$ cat config.mk
export PLATFORM = sky130hd
export DESIGN_NAME = counter_array_reader
export DESIGN_NICKNAME = d
export VERILOG_FILES = /design/src/rtl/counter_array_reader.sv
export SDC_FILE = /design/constraint.sdc
export NUM_CORES = 1
export LEC_CHECK = 0
export ABC_AREA = 1
export CAP_MARGIN = 15
export CORE_ASPECT_RATIO = 0.75
export CORE_UTILIZATION = 55
export DETAILED_ROUTE_END_ITERATION = 7
export HOLD_SLACK_MARGIN = 0.06
export PLACE_DENSITY = 0.74
export SETUP_SLACK_MARGIN = 0.15
export SLEW_MARGIN = 10
export SYNTH_ARGS = -nofsm -noshare
export SYNTH_HDL_FRONTEND = slang
export SYNTH_SLANG_ARGS = --single-unit
$ cat constraint.sdc
create_clock -name clk -period 2.71 [get_ports clk]
set_input_delay 0.271 -clock clk [delete_from_list [all_inputs] [get_ports clk]]
set_output_delay 0.271 -clock clk [all_outputs]
set_load 0.01 [all_outputs]
$ cat src/rtl/counter_array_reader.sv
// counter_array_reader: bank of NUM event counters with a valid/ready dump sequencer and optional clear-on-read
// clk, rst: clock and asynchronous active-high reset
// inc_en, inc_sel: increment strobe and target counter, accepted every cycle
// dump_req, clear_on_read: start a dump (ignored while busy) and select destructive read
// out_valid, out_ready, out_index, out_count, out_last: read-out stream, one beat per counter
// busy: dump in progress
module counter_array_reader #(
  parameter int WIDTH = 8,
  parameter int NUM = 8,
  parameter int IDXW = 3,
  parameter int SATURATE = 0
) (
  input  logic            clk,
  input  logic            rst,
  input  logic            inc_en,
  input  logic [IDXW-1:0] inc_sel,
  input  logic            dump_req,
  input  logic            clear_on_read,
  output logic            out_valid,
  input  logic            out_ready,
  output logic [IDXW-1:0] out_index,
  output logic [WIDTH-1:0] out_count,
  output logic            out_last,
  output logic            busy
);
  typedef enum logic {IDLE, SEND} state_t;
  state_t r_state, w_next;
  logic [IDXW-1:0] r_ptr;
  logic r_clr;
  logic w_hs;
  logic [WIDTH-1:0] w_cnt [NUM];
  always_comb begin
    w_hs = (r_state == SEND) && out_ready;
    w_next = (r_state == IDLE && dump_req) ? SEND :
             (w_hs && r_ptr == IDXW'(NUM-1)) ? IDLE : r_state;
  end
  always_ff @(posedge clk or posedge rst)
    if (rst) begin
      r_state <= IDLE;
      r_ptr <= '0;
      r_clr <= 1'b0;
    end else begin
      r_state <= w_next;
      if (r_state == IDLE && dump_req) begin
        r_ptr <= '0;
        r_clr <= clear_on_read;
      end else if (w_hs) r_ptr <= r_ptr + 1'b1;
    end
  // ptr wraps back to 0 after the last beat, so out_index idles at 0
  assign out_valid = r_state == SEND;
  assign busy = r_state == SEND;
  assign out_index = r_ptr;
  assign out_last = out_valid && r_ptr == IDXW'(NUM-1);
  assign out_count = w_cnt[r_ptr];
  for (genvar i = 0; i < NUM; i++) begin : g_cnt
    logic [WIDTH-1:0] r_c;
    logic w_inc, w_clr;
    assign w_inc = inc_en && inc_sel == IDXW'(i);
    assign w_clr = w_hs && r_clr && r_ptr == IDXW'(i);
    assign w_cnt[i] = r_c;
    // a clear coinciding with an increment leaves 1 so no event is lost
    always_ff @(posedge clk or posedge rst)
      if (rst) r_c <= '0;
      else if (w_clr) r_c <= WIDTH'(w_inc);
      else if (w_inc && !(SATURATE != 0 && &r_c)) r_c <= r_c + 1'b1;
  end
endmodule
# [Yosys cells after proc, flatten, opt, wreduce, memory -nomap -nowiden]
# Index checks and enable logic that the tools add are counted.
[totals] ff_bits=69
[classes] n_eq_ne=14 addsub=9 n_reduce_logical=33 muxes=23 n_bitwise=2 n_lt_le_gt_ge=1
[op_table] operator="$mux 8" n=18
[op_table] operator="$add 8x1->8 const B" n=8
[op_table] operator="$bmux 8 s3" n=1
[op_table] operator="$eq 3x3->1 const B" n=8
[op_table] operator="$logic_and 1x1->1" n=21
[op_table] operator="$reduce_bool 2->1" n=10
[op_table] operator="$eq 3x2->1 const B" n=4
[op_table] operator="$eq 3x1->1 const B" n=2
[op_table] operator="$logic_not 3->1" n=2
[op_table] operator="$mux 3" n=2
[op_table] operator="$ge 4x4->1 const B" n=1
[op_table] operator="$not 3->4" n=1
[op_table] operator="$add 3x1->3 const B" n=1
[op_table] operator="$mux 1" n=2
[op_table] operator="$not 1->1" n=1

# [Longest topological paths before layout]
[logic_depth] depth_word=4 depth_mapped=8 ltp_nobuf=8

# [Worst setup path after synthesis]
# Ideal clock, no wire load.
[synth_timing] path_type="flip-flop to flip-flop" from="register r_ptr[0], in the netlist out_index[0]" to="register g_cnt[2].r_c[7]" n_path_buf=1 path_slack_ns=1.041 period_less_slack_ns=1.669 setup_time_ns=0.119 stages_incl_launch_ff=9 t_arrival_ns=1.550 required_ns=2.591 cell_sequence="dfrtp_1 -> inv_2 -> clkbuf_1 -> ha_1 -> nand3_1 -> nand2_1 -> inv_1 -> nand2_1 -> nand2_1"
[synth_between] elab_chain_len=3 word_cells_on_any_way=4 classes_between="eq/ne (1); mux (1); reduce/logical (2)"
[synth_rtl] element="start, declared" line="28" source="logic [IDXW-1:0] r_ptr;"
[synth_rtl] element="start signal, assigned" line="47" source="end else if (w_hs) r_ptr <= r_ptr + 1'b1;"
[synth_rtl] element="$eq 3x2->1 *" line="59" source="assign w_clr = w_hs && r_clr && r_ptr == IDXW'(i);"
[synth_rtl] element="$logic_and 1x1->1 *" line="59"
[synth_rtl] element="$mux 8 or $reduce_bool 2->1 (tied branches)"
[synth_rtl] element="end signal, assigned" line="64" source="else if (w_clr) r_c <= WIDTH'(w_inc);"
[synth_rtl] element="end signal, assigned" line="65" source="else if (w_inc && !(SATURATE != 0 && &r_c)) r_c <= r_c + 1'b1;"
[synth_rtl] element="end, declared" line="56" source="logic [WIDTH-1:0] r_c;"
# Mark *: on every way between the ends. The rest lies on a longest branch, timed or not.
# A chain may end at the register's enable or synchronous reset.

# [Final worst setup path]
[layout_timing] from="register r_ptr[2], in the netlist out_index[2]" to="output port out_count[7]"
[layout_between] elab_chain_len=4
[layout_rtl] element="$not 3->4 (implied by the code)" line="54" source="assign out_count = w_cnt[r_ptr];"
[layout_rtl] element="$bmux 8 s3" line="54"
[layout_rtl] element="$mux 8 (implied by the code) (2 in series)" line="54"
[layout_rtl] element="end, declared" line="22" source="output logic [WIDTH-1:0] out_count,"
# No other way between the ends. The select of a mux whose other input is x is not followed.

==> results.md <==
- Pwr dens: 952.5 nW/µm²
- Mapped cell area: 4537 µm²
- Nets@finish: 733
- Setup ws final: 294.4 ps
- Mapped Nets: 714
- Largest family of logic cells by synthesized area: simple AND/OR/NAND/NOR gates
- DR pass1 iterations: 5
- Synth Warn #: 0
- H-tree levels: 3
- Antenna-violating nets left: 0
- I/O Pins: 23
- Die area: 8620 µm²
- Design area: 5095 µm²
- Total inserted antenna cells: 0
- Worst Clk Skew: 12.68 ps
- CTS tree: done
- Routed via count: 4,520
- Vias in the first global route: 4,020
- Final Hold Fails: 0
- Mux share of post-synthesis cell area: 0
- Vias per inst: 5.512
- CP max FO: 15
- Max-slew headroom: 0.4891
- Maxcap violations: 0
- RSZ-0062 raised after global routing: false
- Worst-path clk slew: 80 ps
- Min-Delay Path Class: input port to asynchronous set/reset pin
- Post-synthesis sequential area ratio: 0.3806
- Layout area overhead: 12.30%
- Largest net degree at the start of global routing: 45
- EDFF count, synth: 0
- Crit path kind: flop to output port
- Netlist cell types: 26
- CP required: 2440 ps
- Post-Syn Area per Cell: 6.566 µm²
- Drt drc: 0
- Die width: 106.9 µm
- Worst slack, placed: 539.2 ps
- Grt ovf: 0
- Final Cycle Share: 0.8914
- Fillers: 720
- First-pass GRT wire length: 19,830 µm
- Syn Inst Count: 691
- Drt total wl: 11,950 µm
- Actual slew at the worst max-slew pin: 763.5 ps
- HPWL after detailed placement: 8739 µm
- Synth Area in Compound Gates: 0.1167
- Fin cells: 820
- Synth top cells by count: nand2_1, inv_1, nor2_1
- Die Ht: 80.66 µm
- Root buf cell: clkbuf_8
- Top_reg_cell synth: dfrtp_1
- Data arrival, critical path: 2140 ps
- Max clock buf depth: 2
- # setup viols final: 0
- Starting Density: 0.5705
- Hold WS: 299.0 ps
- DP Area: 4845 µm²
- Post-Synth XOR/XNOR Area: 0.007722
- Startpoint Class: flop
- Placed Cells: 804
- Cell taking the most area after synthesis: dfrtp_1
- Global placer's final weighted congestion: 0.9015
- Worst VDD drop: 536.1 µV
- Synth top area share: 0.3806
- Total CTS buffers: 9
- Core ar.: 7953 µm²
- Layout cells sized above 1: 0.03916
- Status: completed
- Critical Path End Type: output port
- Initial antenna violation count: 0
- Fin. max-slew vios: 0
- Dominant cells by area after synthesis: dfrtp_1, nand2_1, inv_1, nor2_1, o21ai_0
- Clock Sinks: 69
- Fmax: 0.4140 GHz
- Fraction of the mapped netlist area in adder cells: 0.03861
- Setup TNS: 0 ps
- Post-CTS Setup Inserts: 0
- Most common cell in the netlist: nand2_1
- Synth async-reset ratio: 1.000
- Starting DRT DRC Count: 385
- Port Buffer Count: 22
- Simple-gate share of the synthesized area: 0.3638
- Cell Rows: 28
- Global-route usage over all layers: 0.3027
- Leak: 2.609 nW
- Skew-Pair Late Insertion Delay: 370 ps
- Routed len/inst: 14.57 µm
- Final min period: 2416 ps
- Yosys reg bits: 69
## cells in the final DEF, fill, tap and decap left out, types with 13 or more instances in the layout
master	synthesis	final
nand4_1	22	22
o21ai_0	57	57
clkbuf_8	0	13
nand3_1	52	52
inv_1	90	89
ha_1	14	14
dfrtp_1	69	69
nor2_1	86	86
nand2_1	217	217
a21oi_1	44	44
clkdlybuf4s50_1	0	22
## worst max-delay path, stage by stage (launching register included)
cell             delay (ps)
dfrtp_1                 680
inv_1                   380
nand2_1                 150
nand2_1                  80
clkdlybuf4s50_1         480
## cell families (layout without fill, tap and decap cells)
group,count (synthesis),in the layout
DFF,69,69
buffers and inverters,108,132
xor gates and xnor gates,4,4
adders and majority gates,14,14
AOI/OAI and AO/OA,105,105
and+or+nand+nor,391,391
## state kept, by name (all words and copies together), names as in the netlist
name	cells
r_clr	1
busy	1
g_cnt.r_c	64
out_index	3
## routing by layer
layer | track usage | share of wire | vias up
li1 | - | - | 2249
met1 | 0.4075 | 0.46 | 2087
met2 | 0.4748 | 0.44 | 158
met3 | 0.07549 | 0.069 | 26
met4 | 0.1027 | 0.024 | 0
met5 | 0 | 0 | -
## timing repair
action | 4_1_cts | 5_1_grt
endpoints found under the setup margin | 0 | 1
endpoints found under the hold margin | 0 | 0
gates resized for setup | 0 | 3
hold buffers | 0 | 0
## worst paths after layout
check / start / endpoint / slack (ps) / cells past startpoint
setup / recovery: out_index[2] / out_count[7] / 290 / 4
hold / removal: rst / g_cnt[1].r_c[6] / 300 / 2
setup reg to reg: out_index[2] / g_cnt[3].r_c[0] / 730 / 5
hold reg to reg: g_cnt[2].r_c[7] / g_cnt[2].r_c[7] / 520 / 2
max in group asynchronous: rst / g_cnt[2].r_c[5] / 1740 / 3
min in group clk: clear_on_read / r_clr / 510 / 3
## where the power goes
| part | internal [mW] | leakage, nW | total (mW) | switching (mW) |
|---|---|---|---|---|
| logic | 0.788 | 1.58 | 2.03 | 1.25 |
| clock network | 0.617 | 0.126 | 1.02 | 0.407 |
| registers | 1.36 | 0.906 | 1.80 | 0.432 |
## final cells by class
class                   instances  area, µm²  area share
well taps                     105      131.4     0.02579
clock buffers                  13      178.9     0.03512
clock inverters                 3      65.06     0.01277
inverters                      91      344.1     0.06753
multi-input cells             514       2390      0.4691
flip-flops and latches         69       1727      0.3389
repair buffers                 25      259.0     0.05083
## stage by stage
| stage | util | total power [mW] |
|---|---|---|
| global placement | 0.6092 | 3.738 |
| CTS | 0.6399 | 4.819 |
| floorplan | - | 3.039 |
| finish | 0.6407 | 4.853 |
| global route | 0.6407 | 5.235 |
| detailed placement | 0.6092 | 3.781 |
Note: power is estimated with default switching activity, not from simulation.
